--- config.mk ---
export PLATFORM = sky130hd
export DESIGN_NAME = text_row_fetch
export DESIGN_NICKNAME = d
export VERILOG_FILES = /design/src/rtl/text_disp_pkg.sv /design/src/rtl/text_addr_gen.sv /design/src/rtl/text_row_fetch.sv
export SDC_FILE = /design/constraint.sdc
export NUM_CORES = 1
export LEC_CHECK = 0
export ABC_AREA = 1
export BUFFER_PORTS_ARGS = -buffer_cell sky130_fd_sc_hd__buf_2
export CAP_MARGIN = 20
export CORE_MARGIN = 1
export CORE_UTILIZATION = 57
export CTS_CLUSTER_DIAMETER = 50
export DETAILED_ROUTE_END_ITERATION = 12
export PLACE_DENSITY = 0.84
export SKIP_LAST_GASP = 1
export SLEW_MARGIN = 30
export SYNTH_ARGS = -nofsm -noshare
export SYNTH_HDL_FRONTEND = slang
export SYNTH_SLANG_ARGS = --single-unit
--- constraint.sdc ---
create_clock -name CLK_VGA -period 6.2 [get_ports CLK_VGA]
set_clock_uncertainty 0.2 [all_clocks]
set_input_delay 1.24 -clock CLK_VGA [delete_from_list [all_inputs] [get_ports CLK_VGA]]
set_output_delay 1.24 -clock CLK_VGA [all_outputs]
set_load 0.05 [all_outputs]
--- src/rtl/text_disp_pkg.sv ---
// Shared geometry and types for the text-mode display path (fetch stage and VGA stage).
// Screen is 800x600 with 16x20 cells, giving 50 columns by 30 visible rows.
package text_disp_pkg;
   localparam int COLS       = 50;
   localparam int ROWS       = 30;
   localparam int GLYPH_H    = 20;
   localparam int TEXT_AW    = 11;
   localparam int FONT_AW    = 13;
   localparam int BLINK_LOG2 = 5;
   localparam int COL_W      = 6;
   localparam int ROW_W      = 5;
   localparam int LINE_W     = 5;

   typedef logic [7:0]  char_t;
   typedef logic [15:0] glyph_row_t;

   typedef enum logic [1:0] {
      REQ_NONE,
      REQ_PREFETCH,
      REQ_INLINE
   } req_kind_e;
endpackage

--- src/rtl/text_addr_gen.sv ---
// Row/column tracking and bounds check for text RAM fetches; yields the target address per request.
// With TEXT_ROW_FETCH_CURSOR_EN defined it also flags requests that land on the cursor cell.
module text_addr_gen
   import text_disp_pkg::*;
(
   input  logic               clk,
   input  logic               reset,
   input  logic               new_data,
   input  logic               end_of_line,
   input  logic               end_of_frame,
   input  logic [LINE_W-1:0]  line_number,
   output logic               req,
   output logic               in_bounds,
   output logic [TEXT_AW-1:0] addr
`ifdef TEXT_ROW_FETCH_CURSOR_EN
   ,
   input  logic [COL_W-1:0]   cursor_col,
   input  logic [ROW_W-1:0]   cursor_row,
   output logic               cursor_hit
`endif
);
   logic [COL_W-1:0]   col;
   logic [ROW_W-1:0]   row;
   logic [ROW_W-1:0]   row_next;
   logic [TEXT_AW-1:0] row_base;
   logic [TEXT_AW-1:0] row_base_next;
   logic [ROW_W-1:0]   target_row;
   logic [COL_W-1:0]   target_col;
   logic [TEXT_AW-1:0] target_base;
   req_kind_e          kind;

   // A prefetch targets the scanline that starts after this edge, so it uses the post-update row.
   always_comb begin
      row_next      = row;
      row_base_next = row_base;
      if (end_of_frame) begin
         row_next      = '0;
         row_base_next = '0;
      end else if (end_of_line && (line_number == LINE_W'(GLYPH_H - 1))) begin
         row_next      = row + ROW_W'(1);
         row_base_next = row_base + TEXT_AW'(COLS);
      end

      kind = REQ_NONE;
      if (end_of_line)
         kind = REQ_PREFETCH;
      else if (new_data)
         kind = REQ_INLINE;

      if (kind == REQ_PREFETCH) begin
         target_row  = row_next;
         target_base = row_base_next;
         target_col  = '0;
      end else begin
         target_row  = row;
         target_base = row_base;
         target_col  = col + COL_W'(1);
      end

      req       = (kind != REQ_NONE);
      in_bounds = (target_col < COL_W'(COLS)) && (target_row < ROW_W'(ROWS));
      addr      = target_base + TEXT_AW'(target_col);
   end

`ifdef TEXT_ROW_FETCH_CURSOR_EN
   assign cursor_hit = (target_row == cursor_row) && (target_col == cursor_col);
`endif

   always_ff @(posedge clk) begin
      if (reset) begin
         col      <= '0;
         row      <= '0;
         row_base <= '0;
      end else begin
         row      <= row_next;
         row_base <= row_base_next;
         if (kind == REQ_PREFETCH)
            col <= '0;
         else if (kind == REQ_INLINE)
            col <= col + COL_W'(1);
      end
   end
endmodule

--- src/rtl/text_row_fetch.sv ---
// Character-cell fetch stage: text RAM -> font ROM -> pixel_row, 4 cycles after each request.
// Define TEXT_ROW_FETCH_CURSOR_EN to add cursor ports and a blinking block cursor on the last two scanlines.
module text_row_fetch
   import text_disp_pkg::*;
(
   input  logic               CLK_VGA,
   input  logic               reset,
   input  logic               newData,
   input  logic               end_of_line,
   input  logic               end_of_frame,
   input  logic [LINE_W-1:0]  line_number,
   output logic [TEXT_AW-1:0] text_addr,
   output logic               text_re,
   input  char_t              text_q,
   output logic [FONT_AW-1:0] font_addr,
   output logic               font_re,
   input  glyph_row_t         font_q,
   output glyph_row_t         pixel_row
`ifdef TEXT_ROW_FETCH_CURSOR_EN
   ,
   input  logic [COL_W-1:0]   cursor_col,
   input  logic [ROW_W-1:0]   cursor_row
`endif
);
   logic               req;
   logic               in_bounds;
   logic               fire;
   logic               synced;
   logic [TEXT_AW-1:0] addr;
   logic               s1_v, s1_ok, s2_v, s2_ok, s3_v, s3_ok;
   char_t              char_r;
   glyph_row_t         glyph;

`ifdef TEXT_ROW_FETCH_CURSOR_EN
   logic [BLINK_LOG2-1:0] blink_cnt;
   logic                  hit, s1_hit, s2_hit, s3_hit;
`endif

   text_addr_gen u_addr_gen (
      .clk          (CLK_VGA),
      .reset        (reset),
      .new_data     (newData),
      .end_of_line  (end_of_line),
      .end_of_frame (end_of_frame),
      .line_number  (line_number),
      .req          (req),
      .in_bounds    (in_bounds),
      .addr         (addr)
`ifdef TEXT_ROW_FETCH_CURSOR_EN
      ,
      .cursor_col   (cursor_col),
      .cursor_row   (cursor_row),
      .cursor_hit   (hit)
`endif
   );

   // The frame-boundary prefetch itself must issue, so end_of_frame counts as synced in its own cycle.
   assign fire      = !reset && req && (synced || end_of_frame);
   assign text_re   = fire && in_bounds;
   assign text_addr = text_re ? addr : '0;
   assign font_re   = s2_v && s2_ok;
   assign font_addr = font_re ? {char_r, line_number} : '0;

`ifdef TEXT_ROW_FETCH_CURSOR_EN
   assign glyph = (s3_hit && (line_number >= LINE_W'(GLYPH_H - 2)) && blink_cnt[BLINK_LOG2-1])
                  ? ~font_q : font_q;

   always_ff @(posedge CLK_VGA) begin
      if (reset) begin
         blink_cnt <= '0;
         s1_hit    <= 1'b0;
         s2_hit    <= 1'b0;
         s3_hit    <= 1'b0;
      end else begin
         if (end_of_frame)
            blink_cnt <= blink_cnt + BLINK_LOG2'(1);
         s1_hit <= hit;
         s2_hit <= s1_hit;
         s3_hit <= s2_hit;
      end
   end
`else
   assign glyph = font_q;
`endif

   always_ff @(posedge CLK_VGA) begin
      if (reset) begin
         synced    <= 1'b0;
         s1_v      <= 1'b0;
         s1_ok     <= 1'b0;
         s2_v      <= 1'b0;
         s2_ok     <= 1'b0;
         s3_v      <= 1'b0;
         s3_ok     <= 1'b0;
         char_r    <= '0;
         pixel_row <= '0;
      end else begin
         if (end_of_frame)
            synced <= 1'b1;
         s1_v  <= fire;
         s1_ok <= text_re;
         s2_v  <= s1_v;
         s2_ok <= s1_ok;
         s3_v  <= s2_v;
         s3_ok <= s2_ok;
         if (s1_v)
            char_r <= text_q;
         if (s3_v)
            pixel_row <= s3_ok ? glyph : '0;
      end
   end
endmodule

==> results_dict.tcl, run 1 <==
set metrics [dict create \
    startpoint_type "input pin" \
    crit_buf_inv 3 \
    min_period_over_period_pct 86.0 \
    cts.path.max_buffers 2 \
    synthToLayoutAreaGrowth_pct 17.5 \
    nFillCells 433 \
    firstDrtPassIters 5 \
    antenna_found_initial 0 \
    synth.most_common_cell "nand2_1" \
    grt_overflow 0 \
    cts_tree "done" \
    synth-adder-area-share_pct 4.64 \
    setup_tns_ns 0 \
    finalPower_w 0.000603 \
    cts_hold_buf 0 \
    synth_edf_count 0 \
    vdd_drop_max_mv 0.0934 \
    synth_xor_area_share_pct 4.29 \
    cp.arrival_ns 3.89 \
    wl_um 6340 \
    cp-end-kind "output port" \
    first_global_vias 2584 \
    yosys.area.top_type_share_pct 37.1 \
    clkLatencyLatePin_ns 0.30 \
    slew_headroom_pct 63.7 \
    syn_inst 423 \
    postRouteAntennaNets 0 \
    dieArea_um2 5300 \
    slew_viol_final 0 \
    critPathKind "input pin to output port" \
    synthMuxAreaShare_pct 0 \
    critical_path.max_stage_delay_ns 0.38 \
    vias 2831 \
    yosysTopAreaCell "dfxtp_1" \
    syn_area_per_cell_um2 6.76 \
    rows 25 \
    start_util_pct 59.7 \
    cts.sinks 53 \
    die_h_um 72.8 \
    grt_use_total_pct 26.0 \
    outcome "complete, no violations" \
    hp-class "flop to flop" \
    yosysUniqueCellTypes 36 \
    htreeDepth 2 \
    grt_max_degree 29 \
    grt_first_pass_wirelength_um 10900 \
    clkTransAtPathRegs_ns 0.09 \
    dp_hpwl_um 4790 \
    critPathMaxFanout 13 \
    ys.warnings.count 0 \
    synth-simple-area-share_pct 30.8 \
    synth_common_cells "nand2_1 (78), nor2_1 (65), inv_1 (63)" \
    ys_seq_area_share_pct 37.1 \
    syn_nets 467 \
    max_freq_mhz 188 \
    period_minus_slack_ns 5.33 \
    setup_viol 0 \
    synth_top_family_by_area "simple AND/OR/NAND/NOR gates" \
    cts_setup_buffers 0 \
    synth-compound-area-share_pct 12.1 \
    drc 0 \
    synth_ff_type "dfxtp_1" \
    io_pins 76 \
    root_buffer "clkbuf_8" \
    async_flop_share_pct 0 \
    power.density_nw_per_um2 180 \
    drv_cap 0 \
    gp_congestion 0.908 \
    cts-buffers-inserted 5 \
    die_w_um 72.8 \
    n_antenna_cell 0 \
    nets 536 \
    slowest_stage "ha_1" \
    drive_gt1_share_pct 20.1 \
    core-area_um2 4790 \
    cp_top_family "simple AND/OR/NAND/NOR gates" \
    yosys-top-cells-area "dfxtp_1 (37%), nand2_1 (10%), nor2_1 (8.5%)" \
    yosys_register_bits 53 \
    first_iter_violations 119 \
    critPathMostFrequentCell "nand2_1" \
    portBuffers 75 \
    ctsResizeCount 0 \
    leakagePower_nw 1.62 \
    tightestPinTransition_ns 0.544 \
    crit_chain "buf_2, nand2_1, nor2_4, nand2_4, clkinv_4, nand2_1, o21ai_0, o21ai_0, ha_1, nand4_1, o211ai_1, nand2_1, nand2_1, nand3_2, nor2_1, nor2_1, nor2_1, buf_2" \
    wl_per_cell_um 11.3 \
    rsz0062_at_grt "no" \
    cp.required_ns 4.76 \
    finalHoldViolations 0 \
    synth_area_um2 2860 \
    via_per_inst 5.06 \
]
==> per-stage QoR <==
| stage | instances | area [µm²] | setup slack [ns] | hold slack (ns) | util (%) |
|---|---|---|---|---|---|
| 5_1_grt | 560 | 3360 | 0.476 | 0.230 | 70.1 |
| 3_3_place_gp | 552 | 3270 | 0.948 | 0.197 | 68.3 |
| 6_report | 560 | 3360 | 0.870 | 0.208 | 70.1 |
| 4_1_cts | 560 | 3360 | 0.867 | 0.209 | 70.1 |
| 3_5_place_dp | 552 | 3270 | 0.875 | 0.196 | 68.3 |
| 2_1_floorplan | 423 | 2860 | 0.895 | 0.188 | - |
==> power by group <==
| group | switching (W) | internal (W) |
|---|---|---|
| clock network | 0.000109 | 0.0000797 |
| logic | 0.0000418 | 0.0000197 |
| registers | 0.00000472 | 0.000348 |
| total | 0.000156 | 0.000448 |
==> cells by family (layout without fill, tap and decap cells) <==
kind of cell	after synthesis	after routing
simple gates	201	201
compound gates	64	64
buf+inv	81	151
flops	53	53
xor+xnor	14	14
fa+ha+maj	10	10
==> per-layer routing <==
metal / share of wire [%] / global-route usage [%]
met4: 1.3 / 11.5
met2: 48 / 45.8
met1: 44 / 30.2
met3: 6.2 / 5.66
met5: 0 / 0
==> cell type report <==
| cell class | count | area, µm² | share of cell area, % |
|---|---|---|---|
| clock inverters | 2 | 15.0 | 0.447 |
| well taps | 67 | 83.8 | 2.50 |
| clock buffers | 6 | 72.6 | 2.16 |
| repair buffers | 76 | 383 | 11.4 |
| multi-input cells | 289 | 1480 | 44.2 |
| inverters | 67 | 259 | 7.72 |
| flip-flops and latches | 53 | 1060 | 31.6 |
==> worst paths after layout <==
kind                                  startpoint               end  slack, ns  depth (start not counted)
setup reg to reg  u_addr_gen.col[0]$_SDFFE_PP0N_  s1_ok$_SDFF_PP0_       4.44                          8
hold / removal                  s1_ok$_SDFF_PP0_  s2_ok$_SDFF_PP0_       0.21                          2
setup / recovery                     end_of_line      text_addr[9]       0.87                         18
hold reg to reg                 s1_ok$_SDFF_PP0_  s2_ok$_SDFF_PP0_       0.21                          2
==> worst min-delay path, stage by stage, from the launching register on <==
cell and delay [ns]:
dfxtp_1 0.31, inv_1 0.04, nor2_1 0.03
==> cell usage in the layout (no fill, tap or decap), types with 2 or more instances in the layout <==
cell / n
o21ai_1: 2
nand2_1: 78
nand2_4: 2
dfxtp_1: 53
xor2_1: 9
nor2_1: 65
buf_2: 75
nor3_1: 2
nand4_1: 9
clkbuf_8: 5
inv_1: 63
o21ai_2: 2
nand3_1: 37
ha_1: 9
clkinvlp_4: 2
a21oi_1: 34
o21ai_0: 19
nor2_2: 3
xnor2_1: 5
==> state kept, by name, summed over array words and instances, names as in the netlist <==
| signal | flops |
|---|---|
| char_r | 8 |
| pixel_row | 16 |
| s1_ok | 1 |
| s1_v | 1 |
| s2_ok | 1 |
| s2_v | 1 |
| s3_ok | 1 |
| s3_v | 1 |
| synced | 1 |
| u_addr_gen.col | 6 |
| u_addr_gen.row | 5 |
| u_addr_gen.row_base | 11 |
Note: power is estimated with default switching activity, not from simulation.
==> run 2, diff against run 1 <==
==> constraint.sdc (replaced) <==
create_clock -name CLK_VGA -period 6.2 [get_ports CLK_VGA]
set_clock_uncertainty 0.2 [all_clocks]
set_input_delay 0.31 -clock CLK_VGA [delete_from_list [all_inputs] [get_ports CLK_VGA]]
set_output_delay 0.31 -clock CLK_VGA [all_outputs]
set_load 0.05 [all_outputs]
==> results_dict.tcl, run 2 (synthesis results as in run 1) <==
set metrics [dict create \
    cts_setup_buffers 0 \
    period_minus_slack_ns 3.58 \
    layout_common_cells "nand2_1 (78), buf_2 (75), nor2_1 (65)" \
    regMostFlops "pixel_row" \
    fin_ws_ns 2.62 \
    grt_overflow 0 \
    synthToLayoutAreaGrowth_pct 17.2 \
    power_frac_seq_pct 58.3 \
    hp-start "font_q[2]" \
    slew_viol_final 0 \
    htreeDepth 2 \
    grt_first_pass_wirelength_um 10500 \
    n_antenna_cell 0 \
    dp_hpwl_um 4680 \
    vdd_drop_max_mv 0.106 \
    setup_tns_ns 0 \
    ctsResizeCount 0 \
    clkLatencyLatePin_ns 0.30 \
    p_comb_share_pct 10.1 \
    cp.arrival_ns 3.07 \
    cts_tree "done" \
    outcome "complete, no violations" \
    start_util_pct 59.7 \
    wl_um 6230 \
    cts.path.max_buffers 2 \
    p_switching_w 0.000158 \
    clkPwrFrac_pct 31.7 \
    dp_cells 551 \
    die_w_um 72.8 \
    cell_internal_pwr_w 0.000447 \
    portBuffers 75 \
    vias 2840 \
    nFillCells 431 \
    tightestPinTransition_ns 0.518 \
    nets 535 \
    first_iter_violations 133 \
    drive_gt1_share_pct 19.9 \
    grt_use_total_pct 25.0 \
    first_global_vias 2506 \
    finalHoldViolations 0 \
    dieArea_um2 5300 \
    critPathLaunch "end_of_line" \
    core-area_um2 4790 \
    grt_max_degree 29 \
    rows 25 \
    fin_util_pct 70.0 \
    drv_cap 0 \
    min_period_over_period_pct 57.8 \
    cp.required_ns 5.69 \
    die_h_um 72.8 \
    drc 0 \
    max_freq_mhz 279 \
    cts.sinks 53 \
    place_ws_ns 2.65 \
    timing.rr.start "u_addr_gen.col[0]$_SDFFE_PP0N_" \
    io_pins 76 \
    rsz0062_at_grt "no" \
    firstDrtPassIters 4 \
    mostFrequentLayoutCell "nand2_1" \
    critPathKind "input pin to output port" \
    biggestRegsByFlops "pixel_row (16), u_addr_gen.row_base (11), char_r (8)" \
    slew_headroom_pct 65.4 \
    root_buffer "clkbuf_8" \
    cts-buffers-inserted 5 \
    antenna_found_initial 0 \
    switching_share_pct 26.2 \
    power.density_nw_per_um2 181 \
    wl_per_cell_um 11.1 \
    cp-end-kind "output port" \
    critPathMaxFanout 13 \
    hp-class "input pin to flop" \
    postRouteAntennaNets 0 \
    setup_viol 0 \
    largest_register_ffs 16 \
    via_per_inst 5.08 \
    leakagePower_nw 1.61 \
    gp_congestion 0.932 \
    stdcell_count 559 \
    clkTransAtPathRegs_ns 0.09 \
    startpoint_type "input pin" \
    cts_hold_buf 0 \
]
## run 2: cell count changes in the layout (fill, tap and decap cells not counted)
cell	delta
buf_4	-1
## run 2: worst paths after layout
| kind | cells after the start | end | slack (ns) |
|---|---|---|---|
| worst min register to register | 2 | s2_ok$_SDFF_PP0_ | 0.22 |
| worst max register to register | 9 | s1_ok$_SDFF_PP0_ | 4.44 |
| worst min-delay path | 3 | pixel_row[2]$_SDFFE_PP0P_ | 0.06 |
| worst max-delay path | 18 | text_addr[9] | 2.62 |
## run 2: cell type report
type                            count  area (µm²)  area share (%)
Inverter                           67         259            7.73
Multi-Input combinational cell    289        1480            44.3
Clock buffer                        6        72.6            2.17
Clock inverter                      2        15.0           0.448
Timing Repair Buffer               75         375            11.2
Tap cell                           67        83.8            2.50
Sequential cell                    53        1060            31.7
## run 2: worst max-delay path, stage by stage
cell	delay [ns]
buf_2	0.22
nand2_1	0.13
nor2_4	0.20
nand2_4	0.14
clkinv_4	0.11
nand2_1	0.07
o21ai_0	0.22
o21ai_0	0.14
ha_1	0.38
nand4_1	0.11
o211ai_1	0.22
nand2_1	0.11
nand2_1	0.10
nand3_2	0.11
nor2_1	0.11
nor2_1	0.04
nor2_1	0.08
buf_2	0.26
## run 2: power by group through the flow
stage	Clock (W)	Combinational [W]	Sequential, W
global placement	0	0.0000597	0.000361
CTS	0.000195	0.0000613	0.000353
floorplan	0	0.0000415	0.000360
finish	0.000192	0.0000609	0.000353
global route	0.000208	0.0000696	0.000354
detailed placement	0	0.0000607	0.000361
## run 2: routing by layer
layer / vias to the layer above / GRT usage, % / share of wire [%]
li1: 1473 / - / -
met1: 1270 / 30.2 / 45
met2: 90 / 44.2 / 48
met3: 7 / 4.70 / 5.9
met4: 0 / 8.71 / 1.2
met5: - / 0 / 0
## run 2: metrics by stage
stage	hold slack, ns	instance area, µm²	power (W)
5_1_grt	0.0576	3350	0.000632
4_1_cts	0.0585	3350	0.000609
3_3_place_gp	0.196	3260	0.000421
6_report	0.0613	3350	0.000606
2_1_floorplan	0.188	2860	0.000401
3_5_place_dp	0.199	3260	0.000422
==> run 3, diff against run 2 <==
CORE_UTILIZATION = 53   (was 57)
PLACE_DENSITY = 0.79   (was 0.84)
clock period = 3.7 ns   (was 6.2 ns; I/O delays follow)
==> results_dict.tcl, run 3 (synthesis results as in run 1) <==
set metrics [dict create \
    min_to "u_addr_gen.row[0]$_SDFF_PP0_" \
    nFillCells 447 \
    cts_tree "done" \
    tightestPinTransition_ns 0.567 \
    power_frac_seq_pct 56.1 \
    finalHoldViolations 0 \
    period_minus_slack_ns 3.25 \
    critical_path.max_stage_delay_ns 0.44 \
    nets 561 \
    cts_setup_buffers 0 \
    register_area_um2 1060 \
    first_global_vias 2636 \
    leakagePower_nw 1.73 \
    dieArea_um2 5690 \
    postRouteAntennaNets 0 \
    hp-start "end_of_frame" \
    r2r_slack_ns 1.91 \
    dp_hpwl_um 4890 \
    min_period_over_period_pct 87.7 \
    worstRegToRegCells 9 \
    p_switching_w 0.000284 \
    hold_depth 2 \
    setup_tns_ns 0 \
    gp_congestion 0.920 \
    clkLatencyLatePin_ns 0.31 \
    crit_buf_inv 5 \
    cts.path.max_buffers 2 \
    slew_headroom_pct 62.2 \
    start_util_pct 55.6 \
    largest_register_ffs 16 \
    max_freq_mhz 308 \
    rows 26 \
    critPathMaxFanout 13 \
    rsz0062_at_grt "no" \
    first_iter_violations 110 \
    r2r-end "s1_ok$_SDFF_PP0_" \
    regMostFlops "pixel_row" \
    layout_common_cells "nand2_1 (78), buf_2 (75), nor2_1 (65)" \
    drc 0 \
    multi_input_area_um2 1480 \
    antenna_found_initial 0 \
    cts.sinks 53 \
    biggestRegsByFlops "pixel_row (16), u_addr_gen.row_base (11), char_r (8)" \
    wl_per_cell_um 12.3 \
    vias 2979 \
    die_h_um 75.4 \
    slowest_stage "fa_1" \
    root_buffer "clkbuf_8" \
    firstDrtPassIters 4 \
    via_per_inst 5.07 \
    cp.required_ns 3.31 \
    synthToLayoutAreaGrowth_pct 26.6 \
    grt_first_pass_wirelength_um 11000 \
    grt_use_total_pct 25.3 \
    wl_um 7230 \
    die_w_um 75.4 \
    cell_internal_pwr_w 0.000771 \
    p_comb_share_pct 12.0 \
    cp_top_family "simple AND/OR/NAND/NOR gates" \
    setup_viol 0 \
    cp.arrival_ns 2.86 \
    cts_hold_buf 25 \
    core-area_um2 5140 \
    clkPwrFrac_pct 31.9 \
    io_pins 76 \
    drv_cap 0 \
    hp-class "input pin to flop" \
    clkTransAtPathRegs_ns 0.09 \
    n_antenna_cell 0 \
    critPathKind "input pin to output port" \
    final_area_um2 3620 \
    portBuffers 75 \
    grt_overflow 0 \
    placement.cell_area_um2 3270 \
    grt_max_degree 29 \
    timing.rr.start "u_addr_gen.col[0]$_SDFFE_PP0N_" \
    vdd_drop_max_mv 0.166 \
    critPathMostFrequentCell "inv_1" \
    switching_share_pct 26.9 \
    startpoint_type "input pin" \
    ctsResizeCount 0 \
    drive_gt1_share_pct 19.3 \
    slew_viol_final 0 \
    power.density_nw_per_um2 292 \
    cp-end-kind "output port" \
    cts-buffers-inserted 5 \
    mostFrequentLayoutCell "nand2_1" \
    outcome "complete, no violations" \
    htreeDepth 2 \
    crit_chain "buf_2, nand2_1, nor2_4, nand2_4, xnor2_1, inv_1, a21oi_1, inv_1, fa_1, inv_1, nand4_1, nand3_1, nand3_1, nor2_2, nor2_1, nor3_2, buf_2" \
]
-- run 3: changes by cell type in the layout (fill, tap and decap cells not counted) --
cell           delta
inv_6             +1
clkinvlp_4        -1
dlygate4sd3_1    +25
clkbuf_1          -1
buf_4             +1
clkinv_4          +1
-- run 3: routing by layer --
metal	up-vias	wire length (µm)	global-route usage, %
li1	1527	-	-
met1	1338	3090	27.6
met2	100	3570	48.5
met3	14	399	3.57
met4	0	163	10.9
met5	-	0	0
-- run 3: how the worst max path moves through the flow --
| stage | start | endpoint | slack [ns] | depth (start not counted) |
|---|---|---|---|---|
| after floorplan | line_number[0] | text_addr[5] | 0.51 | 12 |
| after global placement | end_of_line | text_addr[9] | 0.57 | 18 |
| after detailed placement | end_of_line | text_addr[8] | 0.48 | 17 |
| after CTS | end_of_line | text_addr[9] | 0.46 | 18 |
| after global routing | end_of_line | text_addr[8] | 0.17 | 17 |
| final | end_of_line | text_addr[8] | 0.45 | 17 |
-- run 3: area by class of cell --
cell class | instances | area share (%)
clock inverters | 3 | 0.692
flip-flops and latches | 53 | 29.3
well taps | 70 | 2.42
repair buffers | 101 | 17.5
inverters | 67 | 7.16
clock buffers | 5 | 1.90
multi-input cells | 289 | 41.0
-- run 3: worst reg2reg max path: stages, from the launching register on --
cell	delay, ns
dfxtp_1	0.42
ha_1	0.22
xor2_1	0.23
nand2_1	0.11
nand3_1	0.09
nand3_1	0.10
nand2_1	0.08
inv_1	0.06
nand2_4	0.14
inv_1	0.06
-- run 3: per-stage QoR --
step,hold WS [ns],cells,total power (W),utilization [%],worst slack [ns]
floorplan,0.0840,423,0.000672,-,0.505
global placement,0.189,555,0.000706,63.7,0.570
detailed placement,0.199,555,0.000708,63.7,0.483
CTS,0.0219,588,0.00106,70.4,0.464
global route,0.0218,588,0.00110,70.4,0.167
finish,0.0334,588,0.00105,70.4,0.454
-- run 3: power groups by stage --
stage                     combinational (W)  clock, W  sequential, W
after floorplan                   0.0000696         0       0.000603
after global placement             0.000102         0       0.000605
after detailed placement           0.000103         0       0.000605
after CTS                          0.000124  0.000346       0.000592
after global routing               0.000140  0.000366       0.000594
final                              0.000127  0.000336       0.000592
